[src/rtl/four_and_pkg.sv]
// Shared types, constants and the golden reference for the FourAnd sweeper.
package four_and_pkg;

    localparam int unsigned NUM_VECTORS = 16;
    localparam int unsigned VEC_W       = 4;
    localparam int unsigned ERR_W       = 5;
    localparam int unsigned HOLD_W      = 8;

    typedef enum logic [1:0] {
        IDLE = 2'd0,
        RUN  = 2'd1,
        DONE = 2'd2
    } sweep_state_e;

    typedef struct packed {
        logic e;
        logic f;
        logic g;
    } efg_t;

    // Expected FourAnd response; vec bit 0 is a, bit 3 is d.
    function automatic efg_t four_and_golden(input logic [VEC_W-1:0] vec);
        efg_t r;
        r.e = vec[0] & vec[1];
        r.f = vec[2] & vec[3];
        r.g = &vec;
        return r;
    endfunction

endpackage

[src/rtl/sweep_hold_timer.sv]
// Per-vector hold counter; o_last_c flags the final cycle of each hold.
module sweep_hold_timer
    import four_and_pkg::*;
#(
    parameter int unsigned HOLD_CYCLES = 4
) (
    input  logic clk,
    input  logic rst,
    input  logic i_clr,
    output logic o_last_c
);

    logic [HOLD_W-1:0] r_hold;

    assign o_last_c = (r_hold == HOLD_W'(HOLD_CYCLES - 1));

    always_ff @(posedge clk or posedge rst) begin
        if (rst) begin
            r_hold <= '0;
        end else if (i_clr) begin
            r_hold <= '0;
        end else if (o_last_c) begin
            r_hold <= '0;
        end else begin
            r_hold <= r_hold + HOLD_W'(1);
        end
    end

endmodule

[src/rtl/four_and_sweeper.sv]
// Drives all 16 FourAnd input vectors, checks e/f/g against the golden
// function at the end of each hold, and reports a pass/fail summary.
module four_and_sweeper
    import four_and_pkg::*;
#(
    parameter int unsigned HOLD_CYCLES = 4
) (
    input  logic             clk,
    input  logic             rst,
    input  logic             start,
    input  logic             e,
    input  logic             f,
    input  logic             g,
    output logic             a,
    output logic             b,
    output logic             c,
    output logic             d,
    output logic             busy,
    output logic             done,
    output logic             pass,
    output logic [ERR_W-1:0] err_cnt,
    output logic [VEC_W-1:0] fail_vec
);

    if (HOLD_CYCLES < 2 || HOLD_CYCLES > 255) begin : g_bad_hold
        $error("four_and_sweeper: HOLD_CYCLES must be within 2..255");
    end

    sweep_state_e     r_state;
    sweep_state_e     w_state_nxt;
    logic [VEC_W-1:0] r_vec;
    logic [VEC_W-1:0] w_vec_nxt;
    logic [ERR_W-1:0] r_err_cnt;
    logic [ERR_W-1:0] w_err_nxt;
    logic [VEC_W-1:0] r_fail_vec;
    logic [VEC_W-1:0] w_fail_nxt;
    logic             r_first_seen;
    logic             w_first_nxt;
    logic             r_busy;
    logic             r_done;
    logic             r_pass;
    logic             w_busy_nxt;
    logic             w_done_nxt;
    logic             w_pass_nxt;
    logic             w_last_c;
    logic             w_timer_clr;
    logic             w_mismatch;
    efg_t             w_golden;
    efg_t             w_observed;

    assign w_timer_clr = (r_state != RUN);

    sweep_hold_timer #(
        .HOLD_CYCLES (HOLD_CYCLES)
    ) u_hold_timer (
        .clk      (clk),
        .rst      (rst),
        .i_clr    (w_timer_clr),
        .o_last_c (w_last_c)
    );

    assign w_golden   = four_and_golden(r_vec);
    assign w_observed = {e, f, g};
    assign w_mismatch = (w_observed != w_golden);

    // Next-state, vector advance and result accumulation.
    always_comb begin
        w_state_nxt = r_state;
        w_vec_nxt   = r_vec;
        w_err_nxt   = r_err_cnt;
        w_fail_nxt  = r_fail_vec;
        w_first_nxt = r_first_seen;

        case (r_state)
            IDLE, DONE: begin
                if (start) begin
                    w_state_nxt = RUN;
                    w_vec_nxt   = '0;
                    w_err_nxt   = '0;
                    w_fail_nxt  = '0;
                    w_first_nxt = 1'b0;
                end
            end
            RUN: begin
                if (w_last_c) begin
                    if (w_mismatch) begin
                        if (r_err_cnt != ERR_W'(NUM_VECTORS)) begin
                            w_err_nxt = r_err_cnt + ERR_W'(1);
                        end
                        if (!r_first_seen) begin
                            w_fail_nxt  = r_vec;
                            w_first_nxt = 1'b1;
                        end
                    end
                    if (r_vec == VEC_W'(NUM_VECTORS - 1)) begin
                        w_state_nxt = DONE;
                    end else begin
                        w_vec_nxt = r_vec + VEC_W'(1);
                    end
                end
            end
            default: begin
                w_state_nxt = IDLE;
            end
        endcase

        w_busy_nxt = (w_state_nxt == RUN);
        w_done_nxt = (w_state_nxt == DONE);
        w_pass_nxt = w_done_nxt && (w_err_nxt == '0);
    end

    always_ff @(posedge clk or posedge rst) begin
        if (rst) begin
            r_state      <= IDLE;
            r_vec        <= '0;
            r_err_cnt    <= '0;
            r_fail_vec   <= '0;
            r_first_seen <= 1'b0;
            r_busy       <= 1'b0;
            r_done       <= 1'b0;
            r_pass       <= 1'b0;
        end else begin
            r_state      <= w_state_nxt;
            r_vec        <= w_vec_nxt;
            r_err_cnt    <= w_err_nxt;
            r_fail_vec   <= w_fail_nxt;
            r_first_seen <= w_first_nxt;
            r_busy       <= w_busy_nxt;
            r_done       <= w_done_nxt;
            r_pass       <= w_pass_nxt;
        end
    end

    assign a        = r_vec[0];
    assign b        = r_vec[1];
    assign c        = r_vec[2];
    assign d        = r_vec[3];
    assign busy     = r_busy;
    assign done     = r_done;
    assign pass     = r_pass;
    assign err_cnt  = r_err_cnt;
    assign fail_vec = r_fail_vec;

endmodule

[config.mk]
export PLATFORM = sky130hd
export DESIGN_NAME = four_and_sweeper
export DESIGN_NICKNAME = d
export VERILOG_FILES = /design/src/rtl/four_and_pkg.sv /design/src/rtl/sweep_hold_timer.sv /design/src/rtl/four_and_sweeper.sv
export SDC_FILE = /design/constraint.sdc
export NUM_CORES = 1
export LEC_CHECK = 0
export ABC_AREA = 1
export CAP_MARGIN = 5
export CORE_ASPECT_RATIO = 1.75
export CORE_UTILIZATION = 48
export CTS_CLUSTER_DIAMETER = 50
export DETAILED_ROUTE_END_ITERATION = 10
export GPL_ROUTABILITY_DRIVEN = 0
export PLACE_DENSITY = 0.79
export SYNTH_ARGS = -nofsm -noshare
export SYNTH_HDL_FRONTEND = slang
export SYNTH_SLANG_ARGS = --single-unit
[constraint.sdc]
create_clock -name clk -period 1.65 [get_ports clk]
set_clock_uncertainty 0.15 [all_clocks]
set_input_delay 0.4125 -clock clk [delete_from_list [all_inputs] [get_ports clk]]
set_output_delay 0.4125 -clock clk [all_outputs]
set_load 0.05 [all_outputs]
==> results of run 1 <==
==> cells by family after synthesis <==
logic type / Yosys count / synth area share (%)
XOR/XNOR: 4 / 2.29
flip-flops: 27 / 44.3
buffers and inverters: 38 / 9.43
adder cells (fa/ha/maj): 4 / 3.28
AO/OA/AOI/OAI: 16 / 7.05
AND/OR/NAND/NOR: 104 / 33.7
==> cell usage in the layout (no fill, tap or decap) <==
master	instances
a21oi_1	4
a21oi_4	1
a31oi_4	1
buf_12	18
buf_4	33
buf_6	5
clkbuf_8	3
clkdlybuf4s50_1	2
clkinv_2	1
dfrtp_1	21
dfrtp_2	6
dlygate4sd2_1	3
ha_1	2
ha_4	2
inv_1	27
inv_2	8
inv_4	2
nand2_1	20
nand2_2	20
nand2_4	4
nand3_1	9
nand3_2	9
nand3_4	1
nand3b_4	1
nand4_1	5
nand4_2	1
nand4_4	1
nor2_1	21
nor2_2	3
nor2_4	4
nor3_1	3
nor3_2	2
nor3b_2	1
o211ai_1	2
o21ai_1	2
o21ai_2	2
o31ai_2	4
xor2_1	4
==> power groups by stage <==
stage	Clock (W)	Combinational, W	Sequential (W)
after floorplan	0	0.000751	0.00166
after global placement	0	0.00235	0.00119
after detailed placement	0	0.00242	0.00120
after CTS	0.000386	0.00260	0.00119
after global routing	0.000410	0.00314	0.00127
final	0.000394	0.00297	0.00125
==> cell usage after synthesis <==
master | number | share of area, %
o21ai_1 | 1 | 0.33
nor3b_1 | 1 | 0.49
inv_1 | 33 | 8.1
xor2_1 | 4 | 2.3
nand2_1 | 36 | 8.9
a21oi_4 | 1 | 1.1
o31ai_1 | 4 | 2.0
nor3_1 | 5 | 1.6
o21ai_0 | 3 | 0.98
nand2_4 | 1 | 0.74
nor2_1 | 24 | 5.9
ha_1 | 4 | 3.3
a31oi_1 | 1 | 0.41
nor2_4 | 3 | 2.2
dfrtp_1 | 27 | 44
buf_2 | 1 | 0.33
nand4_2 | 2 | 1.6
nand2_2 | 6 | 2.5
o211ai_1 | 2 | 0.98
nand4_1 | 5 | 2.0
nand3b_2 | 1 | 0.74
inv_2 | 4 | 0.98
nor2_2 | 1 | 0.41
nand3_1 | 18 | 5.9
a21oi_1 | 4 | 1.3
nand3_2 | 1 | 0.66
==> cell type report <==
class / count / area [um2]
multi-input combinational: 129 / 933
timing repair buffer: 61 / 711
sequential: 27 / 683
fill: 133 / 390
inverter: 37 / 144
tap: 42 / 52.6
clock buffer: 3 / 41.3
clock inverter: 1 / 5.00
==> worst min path at each step <==
stage                           start                endpoint  slack (ps)  cells past startpoint
3_5_place_dp   u_hold_timer.r_hold[0]  u_hold_timer.r_hold[0]         370                      2
5_1_grt                           rst  u_hold_timer.r_hold[2]         380                      3
2_1_floorplan  u_hold_timer.r_hold[0]  u_hold_timer.r_hold[0]         280                      1
4_1_cts                           rst  u_hold_timer.r_hold[4]         370                      3
6_report                          rst              r_state[0]         350                      3
3_3_place_gp   u_hold_timer.r_hold[0]  u_hold_timer.r_hold[0]         360                      2
==> metrics by stage <==
stage          instances  hold slack (ps)
2_1_floorplan        193              283
3_3_place_gp         285              363
3_5_place_dp         285              367
4_1_cts              298              367
5_1_grt              300              380
6_report             300              352
==> worst max-delay path, stage by stage (launching register included) <==
cell and delay [ps]:
dfrtp_2 450, inv_1 90, ha_1 150, nand4_1 220, a21oi_1 250, nand3_2 110
nand2_2 100, nand2_2 50, nor2_2 110, nand2_1 70, nor2_2 70
==> routing by layer <==
layer	part of all wire [%]	global-route usage [%]
met1	33	29.3
met2	55	59.7
met3	5.1	3.55
met4	6.4	20.3
met5	0	0
==> what timing repair did <==
action	4_1_cts	5_1_grt
cloned	1	0
resized for setup	20	45
buffers inserted	8	6
setup endpoints to repair	13	21
pin swaps	20	23
hold endpoints to repair	0	0
==> state kept, by name, summed over array words and instances (netlist names) <==
register	count
pass	1
r_state	2
r_vec	4
r_first_seen	1
u_hold_timer.r_hold	8
busy	1
err_cnt	5
done	1
fail_vec	4
==> metrics, run 1 <==
status finished, violations left; failing checks setup timing; startpoint types register; pin count of the biggest net entering global routing 28; Crit. Startpoint err_cnt[0]; VDD IR max approximately 0.0017 V; IO Port Bufs 21; endpoints failing hold 0; Final Setup Violations 20; Vias 1,734; worst reg2reg path startpoint err_cnt[0]; setup TNS -2270 ps; CP Max Fanout 4; Power Total roughly 0.0046 W; drt first-iter violations 79; setup ws final -232 ps; Syn-to-layout area delta 68.4%; CTS Buffer Depth 2; post-DP HPWL about 3 mm; max_slew headroom 81.9%; Distinct cells, synth 26; ANT cells 0; Hold-fix buffers, CTS 0; layout cells sized above 1 51.6%; DRC Markers 0; R2R Setup Slk -230 ps; sw frac 47.3%; Die W 44.6 um; Crit. End Element register; vias in the first global route roughly 1,800; LEAKAGE between 1 and 1.5 nW; nets@finish around 270; arrival time worst endpoint ~2000 ps; Die ar. 3420 um2; Power Internal 0.00243 W; Worst Tran Pin Value 271 ps; WL/cell roughly 20 um; Mapped Avg Cell Area 7.91 um2; Comb power frac 64.4%; Placed Area 2220 um2; htree depth 1; CTS sink count 27; Die Y-Extent 76.6 um; Synth Net Count 203; clock latency on the worst-skew pair roughly 280 ps; GRT Resource Usage Total 31.7%; MaxCap Viol Count 0; Setup WS pre-CTS -410 ps; power share of the sequential group 27.1%; Worst Hold Class in -> async; CP Capture Point pass; Total Routed Length 5.89 mm; GR Overflow Total 0; Clk pwr share around 8.5%; row count 26; initial antenna violation count 0; post-route cell area around 2600 um2; core region area 2960 um2; sequential cell area fraction in the yosys report 44.3%; CTS tree built; power density over the cells 1800 nW/um2; ANT nets after route 0; FF+latch count, synth 27; CTS buffer count 3; Slew Viols, Final 0; R2R depth 10; Pre-antenna DRT Iters 4; starting density of the core 51.6%; Yosys warnings 0; Post-Syn Area roughly 1500 um2; clk slew on worst S/H paths 100 ps; r2r endpoint pass; crit path time final between 1500 and 2000 ps; Synth Instances 193; Tcrit/Tclk final 114%; Final Core Density 86.8%; Via density 5.78; first-pass GRT wire length between 7 and 8 mm; Psw 0.00219 W; CTS root buf clkbuf_8; setup repair after global routing missed its margin yes; Highest Clock Rate 531 MHz; I/O pin total 22; critical path type reg -> reg; Data required, critical path 1730 ps
(Power assumes the default switching activity.)
==> run 2: changes to the inputs <==
==> constraint.sdc (replaced) <==
create_clock -name clk -period 1.7 [get_ports clk]
set_clock_uncertainty 0.15 [all_clocks]
set_input_delay 0.425 -clock clk [delete_from_list [all_inputs] [get_ports clk]]
set_output_delay 0.425 -clock clk [all_outputs]
set_load 0.05 [all_outputs]
==> metrics, run 2 (synthesis results as in run 1) <==
status finished, violations left; failing checks setup timing; DRC Markers 0; setup TNS -565 ps; Data required, critical path 1730 ps; IO Port Bufs 21; Tcrit/Tclk final 108%; I/O pin total 22; Via density about 5.5; arrival time worst endpoint ~1900 ps; vias in the first global route 1,456; CTS root buf clkbuf_8; CTS sink count 27; VDD IR max ~0.0015 V; CTS tree built; Syn-to-layout area delta 56.7%; r2r endpoint pass; post-DP HPWL 2.65 mm; LEAKAGE about 1.2 nW; R2R Setup Slk -130 ps; Hold-fix buffers, CTS 0; met1 GRT Util 27.5%; busiest grt layer met2; initial antenna violation count 0; Die Y-Extent 76.6 um; clk slew on worst S/H paths 90 ps; WL/cell 15.5 um; Pre-antenna DRT Iters 4; GRT Resource Usage Total 24.5%; most common cell after layout, fill and taps aside inv_1; GR Overflow Total 0; max FFs per register 8; setup ws final -133 ps; Largest Register u_hold_timer.r_hold; CTS buffer count 3; setup repair after global routing missed its margin yes; pin count of the biggest net entering global routing 28; MaxCap Viol Count 0; Worst Hold Class in -> async; Die W 44.6 um; Placed Area ~2100 um2; critical path type reg -> reg; row count 26; endpoints failing hold 0; most frequent cells in the layout 30 x inv_1, 27 x buf_4, 25 x nand2_1; startpoint types register; starting density of the core 51.6%; M2 GR Usage 41.6%; drt first-iter violations 67; R2R depth 13; layout cells sized above 1 43.3%; Power Total 0.00411 W; core region area 2960 um2; CP Max Fanout 3; Total Routed Length around 4.5 mm; ANT cells 0; Final Setup Violations 10; max_slew headroom between 70% and 80%; power density over the cells 1720 nW/um2; ANT nets after route 0; Highest Clock Rate 545 MHz; clock latency on the worst-skew pair around 280 ps; worst reg2reg path startpoint u_hold_timer.r_hold[1]; Slew Viols, Final 0; htree depth 1; Vias 1,586; Worst Tran Pin Value 360 ps; CTS Buffer Depth 2; Crit. End Element register; GRT met3 Usage 3.79%; crit path time final 1830 ps; first-pass GRT wire length 6.28 mm; post-route cell area 2390 um2; Die ar. 3420 um2; nets@finish 258
==> run 2: cell types whose count changed in the layout (fill, tap and decap cells not counted), moves of 4 or more <==
cell     previous run  this run
buf_4              33        27
buf_6               5         0
nand2_1            20        25
inv_2               8         4
==> run 2: metrics by stage <==
stage	utilization, %	setup WS [ps]	hold slack [ps]	instances
2_1_floorplan	-	-47.6	283	193
3_3_place_gp	72.1	-307	359	274
3_5_place_dp	72.1	-358	365	274
4_1_cts	75.5	-73.7	335	283
5_1_grt	80.8	-203	375	289
6_report	80.8	-133	328	289
==> run 2: layout make-up <==
type / count / area (um2)
repair buffers: 50 / 613
inverters: 37 / 146
well taps: 42 / 52.6
clock buffers: 3 / 41.3
multi-input cells: 129 / 851
fillers: 177 / 568
clock inverters: 1 / 5.00
flip-flops and latches: 27 / 683
==> run 2: worst max-delay path by stage <==
stage	end	slack (ps)	startpoint
after floorplan	pass	-50	r_vec[1]
after CTS	pass	-70	r_vec[0]
final	pass	-130	u_hold_timer.r_hold[1]
after detailed placement	pass	-360	e
after global routing	pass	-200	u_hold_timer.r_hold[1]
after global placement	pass	-310	e
==> run 2: routing by layer <==
layer / vias to the layer above / wire [um]
met5: - / 0
met4: 0 / 199
met3: 27 / 207
met2: 69 / 2450
met1: 761 / 1630
li1: 729 / -
==> run 2: worst max-delay path, cell delays in order (launching register included) <==
cell	delay, ps
dfrtp_1	430
ha_4	180
inv_2	40
nor2_1	90
nand4_1	140
buf_4	180
inv_1	60
nand2_2	50
nand2_1	80
nand2_1	60
nor2_1	100
nor2_1	70
nand2_1	90
nor2_2	40
==> run 2: power by group <==
part / internal (W) / total (W) / switching (W) / leakage (nW)
Combinational: 0.00115 / 0.00255 / 0.00140 / 0.825
Sequential: 0.000893 / 0.00119 / 0.000302 / 0.322
Clock: 0.000164 / 0.000366 / 0.000201 / 0.0255
Total: 0.00221 / 0.00411 / 0.00190 / 1.17
==> run 2: timing repair <==
action	4_1_cts	5_1_grt
pin swaps	12	19
resized for setup	9	31
buffers inserted	4	6
gates cloned	1	0
endpoints found under the setup margin	10	14
